[config.mk]
export PLATFORM = sky130hd
export DESIGN_NAME = lcd_host_ctrl_flat
export DESIGN_NICKNAME = d
export VERILOG_FILES = /design/src/rtl/lcd_pkg.sv /design/src/rtl/lcd_host_ctrl_if.sv /design/src/rtl/lcd_cmd_fifo.sv /design/src/rtl/lcd_host_ctrl.sv /design/src/flat_wrapper.sv
export SDC_FILE = /design/constraint.sdc
export NUM_CORES = 1
export LEC_CHECK = 0
export BUFFER_PORTS_ARGS = -buffer_cell sky130_fd_sc_hd__buf_2
export CAP_MARGIN = 20
export CORE_MARGIN = 2
export CORE_UTILIZATION = 45
export CTS_BUF_LIST = sky130_fd_sc_hd__clkbuf_8
export CTS_CLUSTER_DIAMETER = 150
export DETAILED_ROUTE_END_ITERATION = 10
export SYNTH_ARGS = -nofsm -noshare
export SYNTH_HDL_FRONTEND = slang
export SYNTH_SLANG_ARGS = --single-unit
[constraint.sdc]
create_clock -name clk -period 4 [get_ports clk]
set_clock_uncertainty 0.1 [all_clocks]
set_input_delay 0.8 -clock clk [delete_from_list [all_inputs] [get_ports clk]]
set_output_delay 0.8 -clock clk [all_outputs]
set_load 0.05 [all_outputs]
[src/rtl/lcd_pkg.sv]
`default_nettype none
// +--------------------------------------------------------------------------+
// | lcd_pkg : shared LCD command encodings, store geometry, host FSM states   |
// | Revision: 1.0                                                            |
// +--------------------------------------------------------------------------+
package lcd_pkg;

  localparam int IMG_DEPTH = 64;
  localparam int ADDR_W    = 6;
  localparam int DATA_W    = 8;
  localparam int CMD_W     = 4;
  localparam int COUNT_W   = 7;

  typedef enum logic [CMD_W-1:0] {
    CMD_WRITE = 4'd0,
    CMD_UP    = 4'd1,
    CMD_DOWN  = 4'd2,
    CMD_LEFT  = 4'd3,
    CMD_RIGHT = 4'd4,
    CMD_MAX   = 4'd5,
    CMD_MIN   = 4'd6,
    CMD_AVG   = 4'd7,
    CMD_CCW   = 4'd8,
    CMD_CW    = 4'd9,
    CMD_MIRX  = 4'd10,
    CMD_MIRY  = 4'd11
  } lcd_cmd_e;

  typedef enum logic [2:0] {
    ST_IDLE      = 3'd0,
    ST_WAIT_BUSY = 3'd1,
    ST_HOLD      = 3'd2,
    ST_DRAIN     = 3'd3,
    ST_DONE      = 3'd4
  } host_state_e;

endpackage : lcd_pkg
`default_nettype wire

[src/rtl/lcd_host_ctrl_if.sv]
`default_nettype none
// +--------------------------------------------------------------------------+
// | lcd_host_ctrl_if : controller-facing cmd / IROM / IRAM bundle            |
// | Revision: 1.0                                                            |
// +--------------------------------------------------------------------------+
interface lcd_host_ctrl_if;
  import lcd_pkg::*;

  logic [CMD_W-1:0]  cmd;
  logic              cmd_valid;
  logic              busy;
  logic              IROM_rd;
  logic [ADDR_W-1:0] IROM_A;
  logic [DATA_W-1:0] IROM_Q;
  logic              IRAM_valid;
  logic [ADDR_W-1:0] IRAM_A;
  logic [DATA_W-1:0] IRAM_D;
  logic              done;

  // Host side: issues commands and serves the image ROM.
  modport master (
    output cmd, cmd_valid, IROM_Q,
    input  busy, IROM_rd, IROM_A, IRAM_valid, IRAM_A, IRAM_D, done
  );

  // Controller side.
  modport slave (
    input  cmd, cmd_valid, IROM_Q,
    output busy, IROM_rd, IROM_A, IRAM_valid, IRAM_A, IRAM_D, done
  );

endinterface : lcd_host_ctrl_if
`default_nettype wire

[src/rtl/lcd_cmd_fifo.sv]
`default_nettype none
// +--------------------------------------------------------------------------+
// | lcd_cmd_fifo : synchronous FIFO, first-word-fall-through head            |
// | Revision: 1.0                                                            |
// +--------------------------------------------------------------------------+
module lcd_cmd_fifo #(
  parameter int DEPTH = 16,
  parameter int WIDTH = 4
) (
  input  logic             clk,
  input  logic             reset,
  input  logic             push,
  input  logic [WIDTH-1:0] wdata,
  input  logic             pop,
  output logic [WIDTH-1:0] rdata,
  output logic             full,
  output logic             empty
);

  localparam int PTR_W = $clog2(DEPTH);

  logic [WIDTH-1:0] mem [DEPTH];
  logic [PTR_W:0]   wr_ptr_q, wr_ptr_d;
  logic [PTR_W:0]   rd_ptr_q, rd_ptr_d;
  logic             do_push;
  logic             do_pop;

  // Pointers carry one extra wrap bit so full and empty are distinguishable.
  assign empty = (wr_ptr_q == rd_ptr_q);
  assign full  = (wr_ptr_q[PTR_W] != rd_ptr_q[PTR_W]) &&
                 (wr_ptr_q[PTR_W-1:0] == rd_ptr_q[PTR_W-1:0]);
  assign rdata = mem[rd_ptr_q[PTR_W-1:0]];

  always_comb begin
    do_push  = push && !full;
    do_pop   = pop && !empty;
    wr_ptr_d = wr_ptr_q;
    rd_ptr_d = rd_ptr_q;
    if (do_push) begin
      wr_ptr_d = wr_ptr_q + {{PTR_W{1'b0}}, 1'b1};
    end
    if (do_pop) begin
      rd_ptr_d = rd_ptr_q + {{PTR_W{1'b0}}, 1'b1};
    end
  end

  always_ff @(posedge clk or posedge reset) begin
    if (reset) begin
      wr_ptr_q <= '0;
      rd_ptr_q <= '0;
    end else begin
      wr_ptr_q <= wr_ptr_d;
      rd_ptr_q <= rd_ptr_d;
    end
  end

  always_ff @(posedge clk) begin
    if (do_push) begin
      mem[wr_ptr_q[PTR_W-1:0]] <= wdata;
    end
  end

endmodule : lcd_cmd_fifo
`default_nettype wire

[src/rtl/lcd_host_ctrl.sv]
`default_nettype none
// +--------------------------------------------------------------------------+
// | lcd_host_ctrl : image ROM server, command issuer, write-back capture     |
// | Revision: 1.0                                                            |
// +--------------------------------------------------------------------------+
module lcd_host_ctrl
  import lcd_pkg::*;
#(
  parameter int CMD_DEPTH = 16,
  parameter int CKSUM_W   = 16
) (
  input  logic                clk,
  input  logic                reset,
  input  logic                img_wr_en,
  input  logic [ADDR_W-1:0]   img_wr_addr,
  input  logic [DATA_W-1:0]   img_wr_data,
  input  logic [CMD_W-1:0]    cmd_in,
  input  logic                cmd_in_valid,
  output logic                cmd_in_ready,
  input  logic                start,
  lcd_host_ctrl_if.master     ctrl,
  input  logic [ADDR_W-1:0]   res_rd_addr,
  output logic [DATA_W-1:0]   res_rd_data,
  output logic [COUNT_W-1:0]  res_count,
  output logic [CKSUM_W-1:0]  res_checksum,
  output logic                host_done,
  output logic                err_overflow,
  output logic                err_protocol
);

  localparam logic [COUNT_W-1:0] COUNT_MAX = COUNT_W'(IMG_DEPTH);

  host_state_e          state_q, state_d;
  logic [CMD_W-1:0]     cmd_q, cmd_d;
  logic                 cmd_valid_q, cmd_valid_d;
  logic [COUNT_W-1:0]   count_q, count_d;
  logic [CKSUM_W-1:0]   cksum_q, cksum_d;
  logic                 host_done_q, host_done_d;
  logic                 err_ovf_q, err_ovf_d;
  logic                 err_prot_q, err_prot_d;

  logic                 fifo_pop;
  logic                 fifo_full;
  logic                 fifo_empty;
  logic [CMD_W-1:0]     fifo_head;
  logic                 session_clr;
  logic                 capture_en;

  logic [DATA_W-1:0]    img_mem [IMG_DEPTH];
  logic [DATA_W-1:0]    res_mem [IMG_DEPTH];

  lcd_cmd_fifo #(
    .DEPTH (CMD_DEPTH),
    .WIDTH (CMD_W)
  ) u_cmd_fifo (
    .clk   (clk),
    .reset (reset),
    .push  (cmd_in_valid),
    .wdata (cmd_in),
    .pop   (fifo_pop),
    .rdata (fifo_head),
    .full  (fifo_full),
    .empty (fifo_empty)
  );

  // Image store: the controller samples Q in the same cycle it drives A.
  always_ff @(posedge clk) begin
    if (img_wr_en) begin
      img_mem[img_wr_addr] <= img_wr_data;
    end
  end

  assign ctrl.IROM_Q = (ctrl.IROM_rd && !reset) ? img_mem[ctrl.IROM_A] : '0;

  always_ff @(posedge clk) begin
    if (capture_en) begin
      res_mem[ctrl.IRAM_A] <= ctrl.IRAM_D;
    end
  end

  assign res_rd_data    = res_mem[res_rd_addr];
  assign cmd_in_ready   = !fifo_full;
  assign ctrl.cmd       = cmd_q;
  assign ctrl.cmd_valid = cmd_valid_q;
  assign res_count      = count_q;
  assign res_checksum   = cksum_q;
  assign host_done      = host_done_q;
  assign err_overflow   = err_ovf_q;
  assign err_protocol   = err_prot_q;
  assign capture_en     = ctrl.IRAM_valid && (state_q != ST_IDLE);

  always_comb begin
    state_d     = state_q;
    cmd_d       = cmd_q;
    cmd_valid_d = cmd_valid_q;
    count_d     = count_q;
    cksum_d     = cksum_q;
    host_done_d = host_done_q;
    err_ovf_d   = err_ovf_q;
    err_prot_d  = err_prot_q;
    fifo_pop    = 1'b0;
    session_clr = 1'b0;

    case (state_q)
      ST_IDLE: begin
        if (start) begin
          session_clr = 1'b1;
          state_d     = ST_WAIT_BUSY;
        end
      end
      ST_WAIT_BUSY: begin
        if (!ctrl.busy && !fifo_empty) begin
          cmd_d       = fifo_head;
          cmd_valid_d = 1'b1;
          fifo_pop    = 1'b1;
          state_d     = ST_HOLD;
        end
      end
      // One dead cycle keeps cmd_valid to a single pulse per busy-low window.
      ST_HOLD: begin
        cmd_valid_d = 1'b0;
        state_d     = (cmd_q == CMD_WRITE) ? ST_DRAIN : ST_WAIT_BUSY;
      end
      ST_DRAIN: begin
        if (ctrl.done) begin
          host_done_d = 1'b1;
          state_d     = ST_DONE;
        end
      end
      ST_DONE: begin
        if (start) begin
          session_clr = 1'b1;
          state_d     = ST_WAIT_BUSY;
        end
      end
      default: begin
        state_d = ST_IDLE;
      end
    endcase

    if (session_clr) begin
      count_d     = '0;
      cksum_d     = '0;
      host_done_d = 1'b0;
      err_ovf_d   = 1'b0;
      err_prot_d  = 1'b0;
    end

    if (capture_en) begin
      count_d = (count_d == COUNT_MAX) ? COUNT_MAX : count_d + COUNT_W'(1);
      cksum_d = cksum_d + CKSUM_W'(ctrl.IRAM_D);
    end

    if (cmd_in_valid && fifo_full) begin
      err_ovf_d = 1'b1;
    end

    if ((ctrl.IRAM_valid || ctrl.done) && (state_q != ST_DRAIN)) begin
      err_prot_d = 1'b1;
    end
  end

  always_ff @(posedge clk or posedge reset) begin
    if (reset) begin
      state_q     <= ST_IDLE;
      cmd_q       <= '0;
      cmd_valid_q <= 1'b0;
      count_q     <= '0;
      cksum_q     <= '0;
      host_done_q <= 1'b0;
      err_ovf_q   <= 1'b0;
      err_prot_q  <= 1'b0;
    end else begin
      state_q     <= state_d;
      cmd_q       <= cmd_d;
      cmd_valid_q <= cmd_valid_d;
      count_q     <= count_d;
      cksum_q     <= cksum_d;
      host_done_q <= host_done_d;
      err_ovf_q   <= err_ovf_d;
      err_prot_q  <= err_prot_d;
    end
  end

endmodule : lcd_host_ctrl
`default_nettype wire

[src/flat_wrapper.sv]
// flat-port wrapper written by rule: the top's interface ports become plain ports
module lcd_host_ctrl_flat import lcd_pkg::*;
#(
  parameter int CMD_DEPTH = 16,
  parameter int CKSUM_W   = 16
)
  (clk, reset, img_wr_en, img_wr_addr, img_wr_data, cmd_in, cmd_in_valid, cmd_in_ready, start, res_rd_addr, res_rd_data, res_count, res_checksum, host_done, err_overflow, err_protocol, ctrl_cmd, ctrl_cmd_valid, ctrl_IROM_Q, ctrl_busy, ctrl_IROM_rd, ctrl_IROM_A, ctrl_IRAM_valid, ctrl_IRAM_A, ctrl_IRAM_D, ctrl_done);
  lcd_host_ctrl_if ctrl_i ();
  input  logic clk;
  input  logic reset;
  input  logic img_wr_en;
  input  logic [ADDR_W-1:0] img_wr_addr;
  input  logic [DATA_W-1:0] img_wr_data;
  input  logic [CMD_W-1:0] cmd_in;
  input  logic cmd_in_valid;
  output logic cmd_in_ready;
  input  logic start;
  input  logic [ADDR_W-1:0] res_rd_addr;
  output logic [DATA_W-1:0] res_rd_data;
  output logic [COUNT_W-1:0] res_count;
  output logic [CKSUM_W-1:0] res_checksum;
  output logic host_done;
  output logic err_overflow;
  output logic err_protocol;
  output wire logic [$bits(ctrl_i.cmd)-1:0] ctrl_cmd;
  output wire logic [$bits(ctrl_i.cmd_valid)-1:0] ctrl_cmd_valid;
  output wire logic [$bits(ctrl_i.IROM_Q)-1:0] ctrl_IROM_Q;
  input wire logic [$bits(ctrl_i.busy)-1:0] ctrl_busy;
  input wire logic [$bits(ctrl_i.IROM_rd)-1:0] ctrl_IROM_rd;
  input wire logic [$bits(ctrl_i.IROM_A)-1:0] ctrl_IROM_A;
  input wire logic [$bits(ctrl_i.IRAM_valid)-1:0] ctrl_IRAM_valid;
  input wire logic [$bits(ctrl_i.IRAM_A)-1:0] ctrl_IRAM_A;
  input wire logic [$bits(ctrl_i.IRAM_D)-1:0] ctrl_IRAM_D;
  input wire logic [$bits(ctrl_i.done)-1:0] ctrl_done;
  assign ctrl_cmd = ctrl_i.cmd;
  assign ctrl_cmd_valid = ctrl_i.cmd_valid;
  assign ctrl_IROM_Q = ctrl_i.IROM_Q;
  assign ctrl_i.busy = ctrl_busy;
  assign ctrl_i.IROM_rd = ctrl_IROM_rd;
  assign ctrl_i.IROM_A = ctrl_IROM_A;
  assign ctrl_i.IRAM_valid = ctrl_IRAM_valid;
  assign ctrl_i.IRAM_A = ctrl_IRAM_A;
  assign ctrl_i.IRAM_D = ctrl_IRAM_D;
  assign ctrl_i.done = ctrl_done;
  lcd_host_ctrl #(.CMD_DEPTH(CMD_DEPTH), .CKSUM_W(CKSUM_W)) u_core (.clk(clk), .reset(reset), .img_wr_en(img_wr_en), .img_wr_addr(img_wr_addr), .img_wr_data(img_wr_data), .cmd_in(cmd_in), .cmd_in_valid(cmd_in_valid), .cmd_in_ready(cmd_in_ready), .start(start), .ctrl(ctrl_i), .res_rd_addr(res_rd_addr), .res_rd_data(res_rd_data), .res_count(res_count), .res_checksum(res_checksum), .host_done(host_done), .err_overflow(err_overflow), .err_protocol(err_protocol));
endmodule
==> results_dict.tcl <==
set metrics [dict create \
    synth_simple_gate_area_share_pct 4.271 \
    power_density_nw_per_um2 500.8 \
    grtUsageTotal_pct 21.15 \
    vias 23741 \
    ys_seq_elements 1132 \
    firstDrtPassIters 5 \
    remaining_drc_errors 0 \
    initial_core_util_pct 45.26 \
    setup_ws_ps 75.29 \
    drtAntennaViolNets 0 \
    syn2layout_area_growth_pct 15.04 \
    power.leakage_nw 17.41 \
    dieArea_um2 103000 \
    yosysMostFrequentCell "edfxtp_1" \
    rows 116 \
    ys_warn_count 0 \
    clock_sinks 1132 \
    final_hold_viol_count 0 \
    insertion_delay_ps 830 \
    worst_pin_slew_ps 1011 \
    fin_crit_sh_pct 98.12 \
    status "completed" \
    placed_cells 3782 \
    ys_top_cells_by_area "edfxtp_1 (72%), mux4_2 (11%), dfrtp_1 (2.4%)" \
    die_w_um 320.9 \
    seq_area_frac_synth_pct 74.72 \
    worstPathMaxFanout 22 \
    drv_cap 0 \
    highest_layer "met4" \
    grt_max_degree 65 \
    met1_length_um 46160 \
    synth_ff_type "edfxtp_1" \
    grt_pass1_vias 24572 \
    clkPwrFrac_pct 35.7 \
    switching_share_pct 26.10 \
    synth_enable_flop_cells 1088 \
    ys_types 71 \
    synth_top_cell_by_area "edfxtp_1" \
    pwr-share-seq_pct 52.0 \
    synth_compound_area_share_pct 3.507 \
    rsz0062_at_grt "no" \
    rr_endpoint "u_core.res_checksum[12]" \
    fmax_mhz 254.8 \
    dr_wl_met2_um 52030 \
    finalSetupViolCount 0 \
    synth_adder_area_share_pct 0.4595 \
    wl_per_cell_um 26.27 \
    r2r-start "u_core.state_q[0]" \
    arrival_ps 3020 \
    cp_data_required_time_ps 3100 \
    numCtsBuffers 182 \
    drt_iter0_drc 2443 \
    syn_area_um2 45200 \
    muxShareOfSynthArea_pct 14.94 \
    cts_hold_buffers 0 \
    grt_overflow 0 \
    p_comb_share_pct 12.3 \
    clock-root-buffer "clkbuf_8" \
    p_switching_mw 6.796 \
    core-area_um2 99860 \
    final_net_count 2743 \
    antenna_found_initial 5 \
    wl_met3_um 7079 \
    hp-class "in -> async" \
    place_congestion 0.8391 \
    end_kind "output pin" \
    whs_ps 113.3 \
    power_mw 26.04 \
    die_h_um 320.9 \
    stdcell_count 4117 \
    r2r_cells 10 \
    synth_xor_area_share_pct 0.4457 \
    hpwl_um 69470 \
    relSlewSlack_pct 32.36 \
    ios 101 \
    worstSetupPathType "in -> out" \
    pre_cts_ws_ps -31.86 \
    r2r_setup_slack_ps 840 \
    internal_power_mw 19.24 \
    yosysTopAreaCellShare_pct 72.28 \
    portBuffers 100 \
    ir_drop_uv 477.7 \
    wl_um 108200 \
    synth_common_cells "edfxtp_1 (1088), mux4_2 (226), nor2_1 (171)" \
    async_flop_share_pct 3.887 \
    drive_above_1_share_pct 29.61 \
    mappedNetlistNets 2371 \
    cts_tree "yes" \
    maxSlewViolCount 0 \
    drt-vias-per-instance 5.767 \
    synth_top_family_by_area "multiplexers" \
    clock_path_buffers 3 \
    clk_pin_slew_worst_paths_ps 60 \
    fin_crit_ps 3925 \
    avgSynthCellArea_um2 19.63 \
    grt_pass1_wl_um 160300 \
    synthCells 2302 \
    h-tree-depth 4 \
    critPathLaunchType "input port" \
]
==> logic make-up (layout without fill, tap and decap cells) <==
| kind of cell | count (synthesis) | count (layout) |
|---|---|---|
| and+or+nand+nor | 406 | 406 |
| xor gates and xnor gates | 23 | 23 |
| AOI/OAI and AO/OA | 229 | 229 |
| buffers and inverters | 132 | 647 |
| DFF | 1132 | 1132 |
| other | 0 | 2 |
| muxes | 364 | 364 |
| adders and majority gates | 16 | 16 |
==> layout by cell type (no fill, tap or decap), types with 8 or more instances in the layout <==
master / Yosys / final
or3_1: 8 / 8
inv_1: 13 / 67
xnor2_1: 11 / 11
and3_1: 21 / 21
buf_12: 2 / 26
buf_4: 24 / 183
nand2b_1: 14 / 14
nand3_1: 25 / 25
nor2_1: 171 / 171
o221ai_1: 10 / 8
mux2_2: 56 / 56
clkinv_2: 0 / 14
xor2_1: 12 / 12
a21o_1: 8 / 8
nor2b_1: 24 / 24
dfrtp_1: 44 / 44
nand4_1: 10 / 10
mux4_1: 13 / 13
ha_1: 15 / 15
mux2i_1: 69 / 69
mux4_2: 226 / 226
edfxtp_1: 1088 / 1088
clkbuf_8: 0 / 189
buf_2: 42 / 94
and2_1: 13 / 13
o22ai_1: 58 / 58
a21oi_1: 34 / 34
o21ai_0: 23 / 23
nor3_1: 18 / 17
nand2_1: 69 / 69
o211ai_1: 10 / 10
a211oi_1: 31 / 31
clkinv_1: 0 / 48
==> state kept, by name, indices dropped and copies added (netlist names), 4 cells and up <==
| name | cells |
|---|---|
| u_core.u_cmd_fifo.mem | 64 |
| u_core.img_mem | 512 |
| u_core.res_count | 7 |
| u_core.res_checksum | 16 |
| u_core.ctrl.cmd | 4 |
| u_core.res_mem | 512 |
| u_core.u_cmd_fifo.rd_ptr_q | 5 |
| u_core.u_cmd_fifo.wr_ptr_q | 5 |
==> repair_timing <==
action                                  4_1_cts  5_1_grt
gates cloned                                  0        1
buffers inserted                              0        0
endpoints found under the setup margin        4        4
resized for setup                             5        5
==> cell type report <==
class | count | area, um2
Antenna cell | 2 | 5.005
Clock buffer | 189 | 2601
Clock inverter | 138 | 792.0
Fill cell | 8009 | 47860
Inverter | 13 | 48.80
Multi-Input combinational cell | 1038 | 10720
Sequential cell | 1132 | 33770
Tap cell | 1298 | 1624
Timing Repair Buffer | 307 | 2431
==> power groups by stage <==
stage	clock network, mW	registers, mW	logic [mW]
3_3_place_gp	0	13.8	3.16
5_1_grt	10.1	13.6	3.45
2_1_floorplan	0	14.0	1.89
3_5_place_dp	0	13.8	3.21
4_1_cts	9.52	13.5	3.23
6_report	9.30	13.5	3.21
==> routing by layer <==
metal / up-vias / GRT usage, %
met4: 0 / 6.895
met1: 12435 / 29.68
met3: 178 / 3.986
met2: 874 / 33.61
met5: - / 0
li1: 10254 / -
==> worst max path at each step <==
| stage | start | slack, ps | endpoint | cells past startpoint |
|---|---|---|---|---|
| 2_1_floorplan | res_rd_addr[1] | 120 | res_rd_data[7] | 8 |
| 3_3_place_gp | res_rd_addr[1] | -8 | res_rd_data[5] | 9 |
| 3_5_place_dp | ctrl_IROM_A[1] | -30 | ctrl_IROM_Q[7] | 8 |
| 4_1_cts | u_core.res_mem[63][4] | 20 | res_rd_data[4] | 7 |
| 5_1_grt | res_rd_addr[1] | 5 | res_rd_data[5] | 9 |
| 6_report | ctrl_IROM_A[1] | 80 | ctrl_IROM_Q[7] | 8 |
==> metrics by stage <==
stage / utilization [%] / TNS, ps / area (um2)
2_1_floorplan: - / 0 / 45200
3_3_place_gp: 48.51 / -7.888 / 48440
3_5_place_dp: 48.51 / -31.86 / 48440
4_1_cts: 51.93 / 0 / 51860
5_1_grt: 52.07 / 0 / 52000
6_report: 52.07 / 0 / 52000
==> worst max-delay path: stages <==
cell and delay [ps]:
buf_8 240, buf_6 240, mux4_2 510, mux2i_1 240, o22ai_1 120, o221ai_1 360
o211ai_1 210, buf_2 270
No activity file was read; power rests on OpenSTA's default activity.
